[src/rtl/ufm_flash_responder.sv]
// rtl/ufm_flash_responder.sv - flash external-interface responder onto UFM data and CSR ports
// Strobes are flops loaded from the next state; EI_ACK is a flop loaded from the ACK state.
module ufm_flash_responder #(
   parameter int DATA_AW = 17,
   parameter int TIMEOUT = 1023
) (
   input  logic               CLK,
   input  logic               RST,
   input  logic [23:0]        EI_ADDR,
   input  logic               EI_READ,
   input  logic               EI_WRITE,
   input  logic [31:0]        EI_WDATA,
   input  logic [3:0]         EI_BE,
   output logic [31:0]        EI_RDATA,
   output logic               EI_ACK,
   output logic [DATA_AW-1:0] DATA_ADDR,
   output logic               DATA_READ,
   output logic               DATA_WRITE,
   output logic [31:0]        DATA_WDATA,
   input  logic [31:0]        DATA_RDATA,
   input  logic               DATA_WAITREQ,
   input  logic               DATA_RDVALID,
   output logic               CSR_ADDR,
   output logic               CSR_READ,
   output logic               CSR_WRITE,
   output logic [31:0]        CSR_WDATA,
   input  logic [31:0]        CSR_RDATA
);

   typedef enum logic [2:0] {
      S_IDLE, S_DRD, S_DRV, S_DWR, S_CSR, S_CSRD, S_ACK, S_HOLD
   } state_t;

   // The counter has already counted this cycle when it lands on TIMEOUT.
   localparam logic [10:0] TO_LAST = 11'(TIMEOUT - 1);

   state_t      state, state_nxt;
   logic        is_rd, rd_nxt;
   logic [10:0] cnt;
   logic        hit_data, hit_csr, accept, busy, timeout;
   logic        data_read_d, data_write_d, csr_read_d, csr_write_d;
   logic        rdata_en;
   logic [31:0] rdata_d;
   logic        unused_addr_lsb;

   assign hit_data        = (EI_ADDR[23:19] == 5'd0);
   assign hit_csr         = (EI_ADDR[23:3] == 21'h010000);
   assign accept          = (state == S_IDLE) && (EI_READ || EI_WRITE);
   assign busy            = (state == S_DRD) || (state == S_DRV) || (state == S_DWR);
   assign timeout         = busy && (cnt == TO_LAST);
   assign unused_addr_lsb = &{1'b0, EI_ADDR[1:0]};

   always_ff @(posedge CLK) begin
      if (RST) begin
         state      <= S_IDLE;
         is_rd      <= 1'b0;
         cnt        <= 11'd0;
         EI_RDATA   <= 32'd0;
         EI_ACK     <= 1'b0;
         DATA_ADDR  <= '0;
         DATA_READ  <= 1'b0;
         DATA_WRITE <= 1'b0;
         DATA_WDATA <= 32'd0;
         CSR_ADDR   <= 1'b0;
         CSR_READ   <= 1'b0;
         CSR_WRITE  <= 1'b0;
         CSR_WDATA  <= 32'd0;
      end else begin
         state      <= state_nxt;
         is_rd      <= rd_nxt;
         DATA_READ  <= data_read_d;
         DATA_WRITE <= data_write_d;
         CSR_READ   <= csr_read_d;
         CSR_WRITE  <= csr_write_d;
         EI_ACK     <= (state == S_ACK);
         if (state == S_IDLE)
            cnt <= 11'd0;
         else if (busy)
            cnt <= cnt + 11'd1;
         if (accept && hit_data) begin
            DATA_ADDR  <= EI_ADDR[DATA_AW+1:2];
            DATA_WDATA <= EI_WDATA;
         end
         if (accept && hit_csr) begin
            CSR_ADDR  <= EI_ADDR[2];
            CSR_WDATA <= EI_WDATA;
         end
         if (rdata_en)
            EI_RDATA <= rdata_d;
      end
   end

   always_comb begin
      state_nxt = state;
      case (state)
         S_IDLE:
            if (accept) begin
               if (hit_data) begin
                  if (EI_READ)
                     state_nxt = S_DRD;
                  else if (EI_BE == 4'hF)
                     state_nxt = S_DWR;
                  else
                     state_nxt = S_ACK;
               end else if (hit_csr) begin
                  state_nxt = S_CSR;
               end else begin
                  state_nxt = S_ACK;
               end
            end
         S_DRD:  if (timeout) state_nxt = S_ACK;
                 else if (!DATA_WAITREQ) state_nxt = S_DRV;
         S_DRV:  if (DATA_RDVALID || timeout) state_nxt = S_ACK;
         S_DWR:  if (!DATA_WAITREQ || timeout) state_nxt = S_ACK;
         S_CSR:  state_nxt = is_rd ? S_CSRD : S_ACK;
         S_CSRD: state_nxt = S_ACK;
         S_ACK:  state_nxt = S_HOLD;
         S_HOLD: if (!EI_READ && !EI_WRITE) state_nxt = S_IDLE;
         default: state_nxt = S_IDLE;
      endcase
   end

   always_comb begin
      rd_nxt       = accept ? EI_READ : is_rd;
      data_read_d  = (state_nxt == S_DRD);
      data_write_d = (state_nxt == S_DWR);
      csr_read_d   = (state_nxt == S_CSR) && rd_nxt;
      csr_write_d  = (state_nxt == S_CSR) && !rd_nxt;
      rdata_en     = 1'b0;
      rdata_d      = DATA_RDATA;
      case (state)
         S_IDLE:
            if (accept && !hit_data && !hit_csr && EI_READ) begin
               rdata_en = 1'b1;
               rdata_d  = 32'hFFFF_FFFF;
            end
         S_DRD:
            if (timeout) begin
               rdata_en = 1'b1;
               rdata_d  = 32'hFFFF_FFFF;
            end
         S_DRV:
            if (DATA_RDVALID) begin
               rdata_en = 1'b1;
               rdata_d  = DATA_RDATA;
            end else if (timeout) begin
               rdata_en = 1'b1;
               rdata_d  = 32'hFFFF_FFFF;
            end
         S_CSRD: begin
            rdata_en = 1'b1;
            rdata_d  = CSR_RDATA;
         end
         default: ;
      endcase
   end

endmodule

[config.mk]
export PLATFORM = sky130hd
export DESIGN_NAME = ufm_flash_responder
export DESIGN_NICKNAME = d
export VERILOG_FILES = /design/src/rtl/ufm_flash_responder.sv
export SDC_FILE = /design/constraint.sdc
export NUM_CORES = 1
export LEC_CHECK = 0
export BUFFER_PORTS_ARGS = -buffer_cell sky130_fd_sc_hd__buf_2
export CORE_ASPECT_RATIO = 0.9
export CORE_MARGIN = 1
export CORE_UTILIZATION = 50
export DETAILED_ROUTE_END_ITERATION = 6
export GPL_ROUTABILITY_DRIVEN = 0
export PLACE_DENSITY = 0.84
export SYNTH_ARGS = -nofsm -noshare
export SYNTH_HDL_FRONTEND = slang
export SYNTH_SLANG_ARGS = --single-unit
[constraint.sdc]
create_clock -name CLK -period 3.85 [get_ports CLK]
set_clock_uncertainty 0.2 [all_clocks]
set_input_delay 0.1925 -clock CLK [delete_from_list [all_inputs] [get_ports CLK]]
set_output_delay 0.1925 -clock CLK [all_outputs]
set_load 0.05 [all_outputs]
==> results.cfg, run 1 <==
[detailed_routing]
dr_total_vias = 5915
drc = 0
routed_wirelength_um = 18100
viasPerCell = 5.50
firstDrtPassIters = 5
drt_iter0_markers = 405
drtAntennaViolNets = 0
wl_per_cell_um = 16.8

[timing]
maxSlewViolCount = 0
fmax_ghz = 0.336
grt_setup_unrepaired = false
hold_viol = 0
tns_ns = 0
layout_min_cycle_time_ns = 2.98
tightest_slew_ns = 1.14
setup_violations = 0
relSlewSlack_pct = 23.8
min_period_over_period_pct = 77.3

[grt]
grt_pass1_wl_um = 28200
grt_max_degree = 89
grtUsageTotal_pct = 31.7
grt_pass1_vias = 5683
overflow = 0
antenna_found_initial = 0

[synthesis]
synthesis.instances = 638
yosysWarnings = 0
async_reset_ff_share_pct = 0
synth_top_area_share_pct = 50.3
syn_avg_cell_area_um2 = 8.36
synth_top_area_cell = dfxtp_1
synth_seq_area_share_pct = 50.3
synth_nets = 770
synthTopCellsByCount = 173 x nand2_1, 134 x dfxtp_1, 87 x a21oi_1, 34 x inv_1, 33 x a22oi_1
synthesis.area_mm2 = 0.00534
synth-edff-count = 0
yosysUniqueCellTypes = 52
synth_most_common_cell = nand2_1
ys_top_cells_by_area = dfxtp_1 50%, nand2_1 12%, a21oi_1 8.2%
synthFlopType = dfxtp_1
ys_ff_latch = 134

[power_and_ir_drop]
clockPowerShare_pct = 38.8
switching_share_pct = 32.0
total_power_mw = 4.24
combPwrFrac_pct = 23.9
switching_power_mw = 1.36
pwr-share-seq_pct = 37.3
p_int_mw = 2.88
max-vdd-ir-drop_mv = 0.563
p_per_area_mw_per_mm2 = 535
leakage_nw = 3.45

[placement]
io_buffer_count = 246
dp_hpwl_um = 10000

[finish]
fillerInstances = 696
syn2layout_area_growth_pct = 48.6
final_layout_size_suffix_gt1_share_pct = 31.7
seqCellArea_mm2 = 0.00268
diodes = 0
nNetsFinal = 1068
multiInputGateArea_mm2 = 0.00232

[cts]
cts_buffer_depth = 2
clock_latency_ns = 0.40
cts-root-buf = clkbuf_16
cts_buffers = 17
cts_tree = done
clkTransAtPathRegs_ns = 0.06
clock-sinks = 134
h-tree-depth = 4
post-cts-setup-buffers = 0

[run_status]
status = complete, no violations

[die]
dieArea_mm2 = 0.0111
fp.dieW_um = 111
start_util_pct = 51.8
core_region_area_mm2 = 0.0103
num_io_pins = 249
rows = 35
fp.dieH_um = 100

[worst_setup_path]
critical_path_class = in -> reg
reg2regPathDepth = 5
end_kind = flip-flop
cp_data_required_time_ns = 3.89
cpPeakStageDelay_ns = 0.92
start_kind = input pin
crit_fanout = 33
cp_cell_sequence = dlygate4sd3_1, buf_2, nor4_1, nand4_1, or3_1, nand2_1, a21oi_1
arrival_ns = 3.01
worst_path_max_delay_cell = or3_1

[flow_run]
cap_violations = 0

[worst_hold_path]
hp-class = in -> reg
whs_path_depth = 3
[worst max-delay path: cells and delay by family]
family,cells,cell delay (ns)
buf+inv,2,0.67
compound gates,1,0.12
simple gates,4,2.01
[cells in the final DEF (no fill, tap or decap), types with 3 or more instances in the layout]
cell | netlist | routed
buf_2 | 17 | 245
nand2_1 | 173 | 173
dfxtp_1 | 134 | 134
a21oi_1 | 87 | 86
dlygate4sd3_1 | 0 | 73
inv_1 | 34 | 34
a22oi_1 | 33 | 33
a221oi_1 | 30 | 30
nor2_1 | 20 | 19
clkbuf_16 | 0 | 17
buf_4 | 3 | 10
xor2_1 | 7 | 7
nor4_1 | 5 | 5
o21ai_0 | 5 | 5
nor3_1 | 5 | 5
clkinvlp_4 | 0 | 5
nand4_1 | 4 | 4
nand3_1 | 4 | 4
nand2b_1 | 3 | 3
and4_1 | 3 | 3
bufinv_16 | 0 | 3
[final cells by class]
| type | count | area share (%) |
|---|---|---|
| Tap cell | 129 | 2.04 |
| Multi-Input combinational cell | 421 | 29.3 |
| Clock buffer | 19 | 5.71 |
| Clock inverter | 11 | 1.89 |
| Inverter | 34 | 1.61 |
| Sequential cell | 134 | 33.8 |
| Timing Repair Buffer | 328 | 25.6 |
[power groups by stage]
stage	combinational, mW	clock (mW)	sequential [mW]
final	1.01	1.64	1.58
after global routing	1.07	1.74	1.60
after CTS	1.00	1.66	1.58
after detailed placement	0.913	0	1.61
after global placement	0.904	0	1.60
after floorplan	0.359	0	1.91
[sequential cells by signal (all words and copies together), names as in the netlist]
| name | cells |
|---|---|
| DATA_WDATA | 32 |
| is_rd | 1 |
| EI_ACK | 1 |
| DATA_WRITE | 1 |
| DATA_ADDR | 17 |
| state | 3 |
| EI_RDATA | 32 |
| cnt | 11 |
| CSR_WRITE | 1 |
| DATA_READ | 1 |
| CSR_ADDR | 1 |
| CSR_WDATA | 32 |
| CSR_READ | 1 |
[through the flow]
stage	utilization (%)	hold slack (ns)	area, um2	instances	setup slack (ns)
after detailed placement	64.0	0.242	6590	973	1.17
after CTS	77.0	0.000118	7920	1076	0.798
after global placement	64.0	0.235	6590	973	1.18
final	77.1	0.00475	7930	1076	0.875
after global routing	77.1	0.00324	7930	1076	0.766
after floorplan	-	0.129	5340	638	1.99
[kinds of logic after synthesis]
logic type / after synthesis / synth area share (%)
AOI/OAI and AO/OA: 170 / 20.8
buffers and inverters: 83 / 6.80
xor gates and xnor gates: 9 / 1.48
adders and majority gates: 2 / 0.469
DFF: 134 / 50.3
and+or+nand+nor: 240 / 20.2
[worst paths after layout]
path                                   start            end  slack [ns]
worst max-delay path              EI_ADDR[6]  CSR_WDATA[27]        0.87
worst min-delay path            CSR_RDATA[1]    EI_RDATA[1]       0.005
worst max register to register      state[2]  CSR_WDATA[27]        0.96
worst min register to register  CSR_WDATA[6]   CSR_WDATA[6]        0.25
[routing by layer]
layer / GRT usage (%) / share of wire, % / wire, um / vias up
met2: 56.7 / 50 / 9030 / 337
met1: 36.0 / 38 / 6850 / 2736
met4: 11.5 / 2.5 / 460 / 0
met3: 9.78 / 9.7 / 1750 / 47
met5: 0 / 0 / 0 / -
li1: - / - / - / 2795
[repair_timing]
action                    CTS  global route
gates resized for setup     0             0
hold endpoints to repair   96             0
hold buffers               73             0
Note: power is estimated with default switching activity, not from simulation.
==> run 2: changes to the inputs <==
Settings changed: CORE_UTILIZATION 50 to 42, PLACE_DENSITY 0.84 to 0.75.
Clock period 3.85 ns to 2.5 ns, I/O delays scaled along.
==> results.cfg, run 2 (synthesis results as in run 1) <==
[worst_hold_path]
hold_end = state[2]
hp-class = in -> reg
worstHoldStart = DATA_WAITREQ
whs_path_depth = 4

[placement]
placed_area_mm2 = 0.00675
dp_hpwl_um = 10000
io_buffer_count = 246
placedCellCount = 1010

[worst_setup_path]
start_kind = flip-flop
end_kind = flip-flop
arrival_ns = 2.48
crit_fanout = 32
cp_data_required_time_ns = 2.60
r2r_slack_ns = 0.12
reg2regPathDepth = 7
regToRegEndpoint = EI_RDATA[11]
critical_path_class = reg -> reg
reg2reg_from = state[2]

[timing]
hold_viol = 0
min_period_over_period_pct = 95.0
fmax_ghz = 0.421
relSlewSlack_pct = 65.6
setup_violations = 0
layout_min_cycle_time_ns = 2.38
grt_setup_unrepaired = false
tightest_slew_ns = 0.509
hold_ws_ns = 0.0394
tns_ns = 0
maxSlewViolCount = 0

[detailed_routing]
drtAntennaViolNets = 0
wl_per_cell_um = 15.9
drc = 0
firstDrtPassIters = 5
dr_total_vias = 6039
drt_iter0_markers = 422
viasPerCell = 5.22
routed_wirelength_um = 18400

[power_and_ir_drop]
switching_share_pct = 31.6
max-vdd-ir-drop_mv = 0.502
pwr-share-seq_pct = 35.9
p_int_mw = 4.58
switching_power_mw = 2.12
combPwrFrac_pct = 26.4
clockPowerShare_pct = 37.6
p_per_area_mw_per_mm2 = 786
leakage_nw = 3.67

[finish]
multiInputGateArea_mm2 = 0.00232
nNetsFinal = 1116
final_layout_size_suffix_gt1_share_pct = 30.5
final_common_cell = buf_2
fin_cells = 1158
fillerInstances = 864
reg_top3 = CSR_WDATA: 32 flops, DATA_WDATA: 32 flops, EI_RDATA: 32 flops
syn2layout_area_growth_pct = 59.6
seqCellArea_mm2 = 0.00268
design_area_mm2 = 0.00851
final_cell_mix = 245 x buf_2, 173 x nand2_1, 133 x dfxtp_1

[grt]
overflow = 0
grt_pass1_vias = 5715
grtUsageTotal_pct = 27.2
grt_max_degree = 59
antenna_found_initial = 1
grt_pass1_wl_um = 27600

[cts]
clock_latency_ns = 0.41
cts_tree = done
cts_buffers = 17
clkTransAtPathRegs_ns = 0.05
cts_buffer_depth = 2
h-tree-depth = 4
cts-root-buf = clkbuf_16
clock-sinks = 134
post-cts-setup-buffers = 0

[die]
start_util_pct = 43.7
core_region_area_mm2 = 0.0122
fp.dieH_um = 109
num_io_pins = 249
rows = 38
dieArea_mm2 = 0.0132
fp.dieW_um = 121

[run_status]
status = complete, no violations

[flow_run]
cap_violations = 0
==> run 2: changes by cell type in the layout (fill, tap and decap cells not counted) <==
cell / delta
dlygate4sd3_1: +42
buf_12: +7
clkbuf_1: +5
buf_4: -2
clkinvlp_4: -2
inv_6: -2
a21oi_2: +1
a21oi_4: -1
buf_6: +1
clkinv_2: +1
dfxtp_1: -1
dfxtp_2: +1
diode_2: +1
==> run 2: final cells by class <==
type                    instances  share of cell area, %
repair buffers                376                   30.4
flip-flops and latches        134                   31.5
clock buffers                  24                   5.54
clock inverters                 8                   1.44
well taps                     160                   2.35
diodes                          1                 0.0294
multi-input cells             421                   27.2
inverters                      34                   1.50
==> run 2: repair_timing <==
item                                    4_1_cts  5_1_grt
endpoints found under the hold margin       121        0
endpoints found under the setup margin        0       32
hold buffers                                115        0
gates resized for setup                       0        5
==> run 2: critical path, cell delays in order (launching register included) <==
cell and delay (ns):
dfxtp_1 0.38, buf_6 0.21, nand2_1 0.12, nor2_2 0.14, buf_12 0.20, a22oi_1 0.11
dlygate4sd3_1 0.61, a221oi_1 0.28
==> run 2: through the flow <==
| stage | util, % | worst slack, ns | total power [mW] |
|---|---|---|---|
| floorplan | - | 0.636 | 3.49 |
| global placement | 55.2 | 0.364 | 3.89 |
| detailed placement | 55.2 | 0.349 | 3.90 |
| CTS | 69.5 | 0.0258 | 6.66 |
| global route | 69.7 | 0.0291 | 6.95 |
| finish | 69.7 | 0.124 | 6.69 |
==> run 2: power by group through the flow <==
stage	clock [mW]	sequential, mW	combinational (mW)
final	2.52	2.41	1.77
after global routing	2.66	2.42	1.87
after CTS	2.56	2.40	1.71
after detailed placement	0	2.44	1.46
after global placement	0	2.43	1.45
after floorplan	0	2.94	0.552
==> run 2: worst max path at each step <==
| stage | cells past startpoint | start | endpoint |
|---|---|---|---|
| 3_3_place_gp | 9 | EI_ADDR[3] | EI_RDATA[24] |
| 3_5_place_dp | 9 | EI_ADDR[3] | EI_RDATA[29] |
| 4_1_cts | 6 | state[0] | EI_RDATA[18] |
| 5_1_grt | 7 | state[2] | EI_RDATA[18] |
| 2_1_floorplan | 7 | state[1] | CSR_WDATA[10] |
| 6_report | 7 | state[2] | EI_RDATA[11] |
==> run 2: per-layer routing <==
metal	track usage (%)	wire length [um]	up-vias	part of all wire (%)
li1	-	-	2901	-
met1	29.8	7080	2788	38
met2	47.7	9100	319	49
met3	10.3	1870	31	10
met4	10.6	374	0	2.0
met5	0	0	-	0
==> run 3: changes to the inputs <==
Settings changed: CAP_MARGIN set to 10, SETUP_SLACK_MARGIN set to 0.15.
==> results.cfg, run 3 (synthesis results as in run 1) <==
[timing]
relSlewSlack_pct = 65.6
min_period_over_period_pct = 93.8
tightest_slew_ns = 0.509
hold_viol = 0
maxSlewViolCount = 0
tns_ns = 0
fmax_ghz = 0.426
grt_setup_unrepaired = false
layout_min_cycle_time_ns = 2.35
setup_violations = 0

[worst_setup_path]
cpPeakStageDelay_ns = 0.53
cp_cell_sequence = dlygate4sd3_1, buf_2, nor4_1, nand4_1, buf_6, o2bb2ai_1, a211oi_4, buf_4, buf_6, a221oi_1
arrival_ns = 2.41
path_common_cell = buf_6
start_kind = input pin
end_kind = flip-flop
crit_fanout = 8
critPathTopFamily = buffers and inverters
worst_path_max_delay_cell = dlygate4sd3_1
cp_data_required_time_ns = 2.57
path_buf_inv = 5
r2r_slack_ns = 0.32
critical_path_class = in -> reg

[finish]
final_common_cell = buf_2
final_cell_mix = 245 x buf_2, 173 x nand2_1, 134 x dfxtp_1
reg_top3 = CSR_WDATA: 32 flops, DATA_WDATA: 32 flops, EI_RDATA: 32 flops
syn2layout_area_growth_pct = 60.7
final_layout_size_suffix_gt1_share_pct = 30.9
fillerInstances = 860
design_area_mm2 = 0.00857
fin_cells = 1165
nNetsFinal = 1123

[placement]
placed_area_mm2 = 0.00675
dp_hpwl_um = 10000
io_buffer_count = 246
placedCellCount = 1010

[power_and_ir_drop]
leakage_nw = 3.74
max-vdd-ir-drop_mv = 0.503
p_per_area_mw_per_mm2 = 778

[die]
core_region_area_mm2 = 0.0122
start_util_pct = 43.7
rows = 38
num_io_pins = 249
fp.dieH_um = 109
dieArea_mm2 = 0.0132
fp.dieW_um = 121

[detailed_routing]
viasPerCell = 5.20
routed_wirelength_um = 18800
drt_iter0_markers = 469
dr_total_vias = 6059
firstDrtPassIters = 6
drc = 0
wl_per_cell_um = 16.2
drtAntennaViolNets = 0

[worst_hold_path]
hp-class = in -> reg

[cts]
cts-root-buf = clkbuf_16
clock_latency_ns = 0.42
cts_buffers = 17
clock-sinks = 134
clkTransAtPathRegs_ns = 0.05
cts_tree = done
cts_buffer_depth = 2
h-tree-depth = 4

[grt]
antenna_found_initial = 1
grt_pass1_wl_um = 27700
grt_max_degree = 59
overflow = 0
grt_pass1_vias = 5723
grtUsageTotal_pct = 27.2

[run_status]
status = complete, no violations

[flow_run]
cap_violations = 0
==> run 3: cell count changes in the layout (fill, tap and decap cells not counted), sizes merged <==
cell,delta
buf,+6
clkbuf,+1
==> run 3: layout make-up <==
type                            count  area (um2)  area share [%]
Antenna cell                        1        2.50          0.0292
Sequential cell                   134        2680            31.3
Timing Repair Buffer              383        2650            30.9
Clock buffer                       24         472            5.50
Inverter                           34         128            1.49
Tap cell                          160         200            2.34
Multi-Input combinational cell    421        2320            27.0
Clock inverter                      8         123            1.43
==> run 3: final timing paths <==
| path | from | endpoint | depth (start not counted) |
|---|---|---|---|
| worst max-delay path | EI_ADDR[18] | EI_RDATA[10] | 10 |
| worst min-delay path | DATA_WAITREQ | state[2] | 4 |
| worst max register to register | state[0] | CSR_WDATA[16] | 7 |
| worst min register to register | CSR_WDATA[18] | CSR_WDATA[18] | 2 |
==> run 3: where the power goes <==
part | internal, mW | switching, mW | leakage (nW) | total (mW)
sequential | 2.30 | 0.105 | 1.09 | 2.41
clock | 1.62 | 0.907 | 0.280 | 2.52
combinational | 0.619 | 1.12 | 2.37 | 1.74
total | 4.54 | 2.13 | 3.74 | 6.67
==> run 3: tightest hold or removal path: cells and delay by family <==
kind | cells | cell delay [ns]
AO/OA/AOI/OAI | 2 | 0.29
buffers and inverters | 1 | 0.09
AND/OR/NAND/NOR | 1 | 0.08
==> run 3: through the flow <==
step	power (mW)	worst slack, ns	utilization, %	hold WS, ns
after CTS	6.56	0.226	69.5	0.0124
after global routing	6.93	0.107	70.2	0.0540
after global placement	3.89	0.364	55.2	0.178
after floorplan	3.49	0.636	-	0.0610
after detailed placement	3.90	0.349	55.2	0.183
final	6.67	0.154	70.2	0.0204
==> run 3: layer usage <==
metal	wire length (um)	GRT usage [%]	part of all wire, %
met3	1860	10.7	9.9
met5	0	0	0
met2	9340	47.3	50
met1	7260	29.6	39
met4	386	11.5	2.0
==> run 3: timing repair <==
item	4_1_cts	5_1_grt
gates resized for setup	0	1
endpoints found under the setup margin	0	31
hold buffers	115	0
hold endpoints to repair	121	0
buffers inserted	0	5
